===== config.mk =====
export PLATFORM = sky130hd
export DESIGN_NAME = irq_ctrl
export DESIGN_NICKNAME = d
export VERILOG_FILES = /design/src/rtl/irq_ctrl.sv
export SDC_FILE = /design/constraint.sdc
export NUM_CORES = 1
export LEC_CHECK = 0
export BUFFER_PORTS_ARGS = -buffer_cell sky130_fd_sc_hd__buf_2
export CAP_MARGIN = 20
export CORE_MARGIN = 1.5
export CORE_UTILIZATION = 30
export CTS_BUF_LIST = sky130_fd_sc_hd__clkbuf_4 sky130_fd_sc_hd__clkbuf_8
export DETAILED_ROUTE_END_ITERATION = 10
export PLACE_DENSITY_LB_ADDON = 0.25
export RECOVER_POWER = 100
export SYNTH_ARGS = -nofsm -noshare
export SYNTH_HDL_FRONTEND = slang
export SYNTH_HIERARCHICAL = 1
export SYNTH_SLANG_ARGS = --single-unit

===== constraint.sdc =====
create_clock -name clk -period 3.2 [get_ports clk]
set_input_delay 0.64 -clock clk [delete_from_list [all_inputs] [get_ports clk]]
set_output_delay 0.64 -clock clk [all_outputs]
set_load 0.03 [all_outputs]

===== src/rtl/irq_ctrl.sv =====
// Wishbone interrupt controller: per-source synchronizer + rising-edge latch into
// PENDING, MASK gating, and a two-state arbiter that presents one cause at a time.

module irq_sync_lane #(
  parameter int STAGES = 2
) (
  input  logic clk,
  input  logic rst,
  input  logic async_in,
  output logic rise
);
  logic [STAGES-1:0] sync_q;
  logic              prev_q;

  // prev_q resets to 0, so a source already high at release still yields one edge
  always_ff @(posedge clk or posedge rst) begin
    if (rst) begin
      sync_q <= '0;
      prev_q <= 1'b0;
    end else begin
      sync_q <= {sync_q[STAGES-2:0], async_in};
      prev_q <= sync_q[STAGES-1];
    end
  end

  assign rise = sync_q[STAGES-1] & ~prev_q;
endmodule

module irq_ctrl #(
  parameter int N_SRC       = 8,
  parameter int SYNC_STAGES = 2
) (
  input  logic             clk,
  input  logic             rst,
  input  logic             STB,
  input  logic             WE,
  input  logic [31:0]      ADDR,
  input  logic [31:0]      DAT_I,
  output logic [31:0]      DAT_O,
  output logic             ACK,
  input  logic [N_SRC-1:0] src_irq,
  output logic             INT,
  output logic [31:0]      CAUSE
);
  localparam int IW = (N_SRC > 1) ? $clog2(N_SRC) : 1;

  typedef enum logic {IDLE, ASSERT} state_e;

  typedef struct packed {
    logic        wr;
    logic [1:0]  sel;
    logic [31:0] data;
  } bus_req_t;

  bus_req_t         req;
  logic             accept;
  logic [31:0]      rd_data;
  logic [N_SRC-1:0] rise, pending_q, mask_q, active, w1c;
  state_e           state_q, state_d;
  logic [IW-1:0]    cause_q, cause_d, lowest;
  logic             unused_bits;

  irq_sync_lane #(.STAGES(SYNC_STAGES)) u_lane [N_SRC-1:0] (
    .clk      (clk),
    .rst      (rst),
    .async_in (src_irq),
    .rise     (rise)
  );

  assign req         = '{wr: WE, sel: ADDR[3:2], data: DAT_I};
  assign accept      = STB & ~ACK;
  assign w1c         = (accept && req.wr && req.sel == 2'd0) ? req.data[N_SRC-1:0] : '0;
  assign active      = pending_q & mask_q;
  assign unused_bits = ^{ADDR[31:4], ADDR[1:0], req};

  always_comb begin
    rd_data = '0;
    case (req.sel)
      2'd0: rd_data = 32'(pending_q);
      2'd1: rd_data = 32'(mask_q);
      2'd2: rd_data = 32'(cause_q);
      2'd3: rd_data = {30'd0, state_q == ASSERT, INT};
      default: rd_data = '0;
    endcase
  end

  // Bus slave and register file; a new edge beats a same-edge W1C
  always_ff @(posedge clk or posedge rst) begin
    if (rst) begin
      ACK       <= 1'b0;
      DAT_O     <= '0;
      mask_q    <= '0;
      pending_q <= '0;
    end else begin
      ACK       <= accept;
      DAT_O     <= accept ? rd_data : '0;
      pending_q <= (pending_q & ~w1c) | rise;
      if (accept && req.wr && req.sel == 2'd1) mask_q <= req.data[N_SRC-1:0];
    end
  end

  always_comb begin
    lowest = '0;
    for (int i = N_SRC - 1; i >= 0; i--)
      if (active[i]) lowest = IW'(i);
  end

  always_comb begin
    state_d = state_q;
    cause_d = cause_q;
    case (state_q)
      IDLE: begin
        if (|active) begin
          state_d = ASSERT;
          cause_d = lowest;
        end
      end
      ASSERT: begin
        // cause is frozen; leave only when it is cleared or masked
        if (!(pending_q[cause_q] && mask_q[cause_q])) state_d = IDLE;
      end
      default: state_d = IDLE;
    endcase
  end

  always_ff @(posedge clk or posedge rst) begin
    if (rst) begin
      state_q <= IDLE;
      cause_q <= '0;
      INT     <= 1'b0;
    end else begin
      state_q <= state_d;
      cause_q <= cause_d;
      INT     <= (state_d == ASSERT);
    end
  end

  assign CAUSE = 32'(cause_q);
endmodule


==> flow_metrics.env <==
export IMPL_portBuffers=34
export IMPL_cp_start_kind="input pin"
export IMPL_timing_final_crit_share_pct=71.85
export IMPL_maxSlewViolCount=30
export IMPL_drv_cap=1
export IMPL_end_kind="register"
export IMPL_required_ns=3.40
export IMPL_slowest_stage="nor3b_1"
export IMPL_wirelength_microns=3929
export IMPL_yosys_warnings=6
export IMPL_dr_pass1_iters=4
export IMPL_skew_ns=0.003318
export IMPL_vias=1413
export IMPL_yosys_area_top_type="dfrtp_1"
export IMPL_grt_first_pass_wirelength_microns=6410
export IMPL_fp_dieW_microns=94.58
export IMPL_core_rowCount=33
export IMPL_finalSetupTns_ns=0
export IMPL_hpwl_microns=2964
export IMPL_ctsRootBufferMaster="clkbuf_8"
export IMPL_grt_pass1_vias=1310
export IMPL_crit_fanout=8
export IMPL_maxSlewHeadroom_pct=-4.924
export IMPL_cts_buffers=5
export IMPL_globalplace_congestion=0.7195
export IMPL_die_h_microns=94.58
export IMPL_cts_max_level=2
export IMPL_min_period_ns=2.299
export IMPL_status="finished, violations left"
export IMPL_placed_area_sq_um=2595
export IMPL_drc=0
export IMPL_setup_viol=0
export IMPL_hold_violations=0
export IMPL_nets=330
export IMPL_num_io_pins=142
export IMPL_cp_buffers_inverters=1
export IMPL_cts_tree="done"
export IMPL_synth_area_sq_um=2516
export IMPL_wl_per_cell_microns=10.94
export IMPL_core_sq_um=8175
export IMPL_grt_overflow=0
export IMPL_ir_worst_vdd_mv=0.2198
export IMPL_grtUsageTotal_pct=9.367
export IMPL_synthCells=218
export IMPL_hold_path_class="in -> async"
export IMPL_hold_buffers=0
export IMPL_cts_setup_buffers=0
export IMPL_post_cts_resized=0
export IMPL_final_cell_mix="dfrtp_1, conb_1, buf_2"
export IMPL_ys_ff_latch=53
export IMPL_fp_dieArea_sq_um=8945
export IMPL_fillers=872
export IMPL_crit_chain="clkbuf_1, or3b_1, nor3b_1, nand2_1, a21o_1"
export IMPL_critPathKind="in -> reg"
export IMPL_viasPerCell=3.936
export IMPL_area_growth_pct=5.868
export IMPL_syn_area_per_cell_sq_um=11.54
export IMPL_ant_nets=0
export IMPL_rsz0062_at_grt="false"
export IMPL_drt_iter0_markers=115
export IMPL_power_density_nw_per_um2=650.0
export IMPL_grt_max_degree=30
export IMPL_path_clk_slew_ns=0.09
export IMPL_insertion_delay_ns=0.30
export IMPL_tightestPinTransition_ns=1.574
export IMPL_max_freq_ghz=0.4350
export IMPL_violations="max-capacitance violations, max-slew violations"
export IMPL_final_area_sq_um=2664
export IMPL_antenna_found_initial=0
export IMPL_ys_types=32
export IMPL_clock_sinks=53
export IMPL_diodes=0
export IMPL_cellLeakagePower_nw=1.283
export IMPL_start_util_pct=30.78
export IMPL_layout_drive_gt1_share_pct=16.14
export IMPL_clockBufferDepth=2
export IMPL_synthDominantCellAreaShare_pct=52.71
export IMPL_slowest_delay_ns=0.88
export IMPL_ys_seq_area_share_pct=52.71
export IMPL_cp_arrival_ns=2.50
export IMPL_yosys_top_cells_area="dfrtp_1, buf_4, nor2b_4"
export IMPL_cp_top_family="simple AND/OR/NAND/NOR gates"
-- cells by family (layout without fill, tap and decap cells) --
family / count (synthesis) / after routing / synth area share [%]
simple gates: 53 / 53 / 13.48
compound gates: 25 / 25 / 6.912
buf+inv: 70 / 54 / 18.70
flops: 53 / 53 / 52.71
mux: 16 / 16 / 8.056
other cells: 1 / 53 / 0.1490
-- Yosys cell counts --
cell type / n
inv_1: 12
mux4_1: 2
clkbuf_1: 3
a31oi_1: 1
nor2b_1: 3
a22oi_1: 4
nand4b_1: 1
nor2_1: 12
nand3b_1: 1
o311ai_0: 1
nor3_1: 2
a21oi_1: 7
nor3b_1: 1
mux2_2: 8
nand2_1: 14
nand2b_1: 2
dfrtp_1: 53
buf_6: 1
or3b_1: 1
nand4_1: 3
nand3_1: 4
mux2i_1: 6
buf_2: 1
o21ai_0: 1
a41oi_1: 1
a21o_1: 8
nor2b_4: 8
nor3b_4: 1
a221o_1: 1
buf_4: 53
conb_1: 1
a32o_1: 1
-- layer usage --
metal | vias to the layer above | track usage [%] | part of all wire, %
met5 | - | 0 | 0
met4 | 0 | 3.731 | 0.81
met3 | 2 | 2.738 | 6.8
met2 | 60 | 15.29 | 49
met1 | 669 | 11.62 | 43
li1 | 682 | - | -
-- worst paths after layout --
path / startpoint / slack [ns] / end / depth (start not counted)
setup / recovery: ADDR[3] / 0.90 / pending_q[4] / 5
hold / removal: rst / 0.36 / u_lane[7]/sync_q[0] / 2
setup reg to reg: ACK / 1.00 / pending_q[4] / 4
hold reg to reg: u_lane[2]/sync_q[0] / 0.36 / u_lane[2]/sync_q[1] / 0
max in group asynchronous: rst / 1.25 / DAT_O[3] / 3
min in group clk: u_lane[2]/sync_q[0] / 0.36 / u_lane[2]/sync_q[1] / 0
-- through the flow --
step	power, mW	worst slack, ns	hold WS (ns)	cells	util, %
global route	1.852	0.6988	0.3680	359	32.58
floorplan	1.263	1.432	0.3312	270	-
global placement	1.316	1.071	0.3316	352	31.74
finish	1.731	0.9009	0.3551	359	32.58
CTS	1.766	1.385	0.2761	359	33.01
detailed placement	1.326	1.061	0.3347	352	31.74
-- where the power goes --
part           internal, mW  total, mW  switching [mW]
logic                 0.150      0.434           0.284
registers             0.751      0.861           0.110
clock network         0.228      0.436           0.209
total                  1.13       1.73           0.603
-- worst register-to-register path, stage by stage, from the launching register on --
cell     delay [ns]
dfrtp_1        0.39
or3b_1         0.50
nor3b_1        0.88
nand2_1        0.13
a21o_1         0.21
-- registers in the layout (all words and copies together), names as in the netlist --
| register | flops |
|---|---|
| pending_q | 8 |
| cause_q | 3 |
| DAT_O | 8 |
| ACK | 1 |
| u_lane/sync_q | 16 |
| u_lane/prev_q | 8 |
| mask_q | 8 |
| state_q | 1 |
-- cell type report --
class | instances | area [sq um] | area share [%]
clock buffers | 5 | 68.82 | 2.583
clock inverters | 2 | 35.03 | 1.315
inverters | 12 | 45.04 | 1.691
multi-input cells | 147 | 903.4 | 33.91
flip-flops and latches | 53 | 1326 | 49.79
well taps | 105 | 131.4 | 4.932
repair buffers | 35 | 153.9 | 5.777
Note: power is estimated with default switching activity, not from simulation.
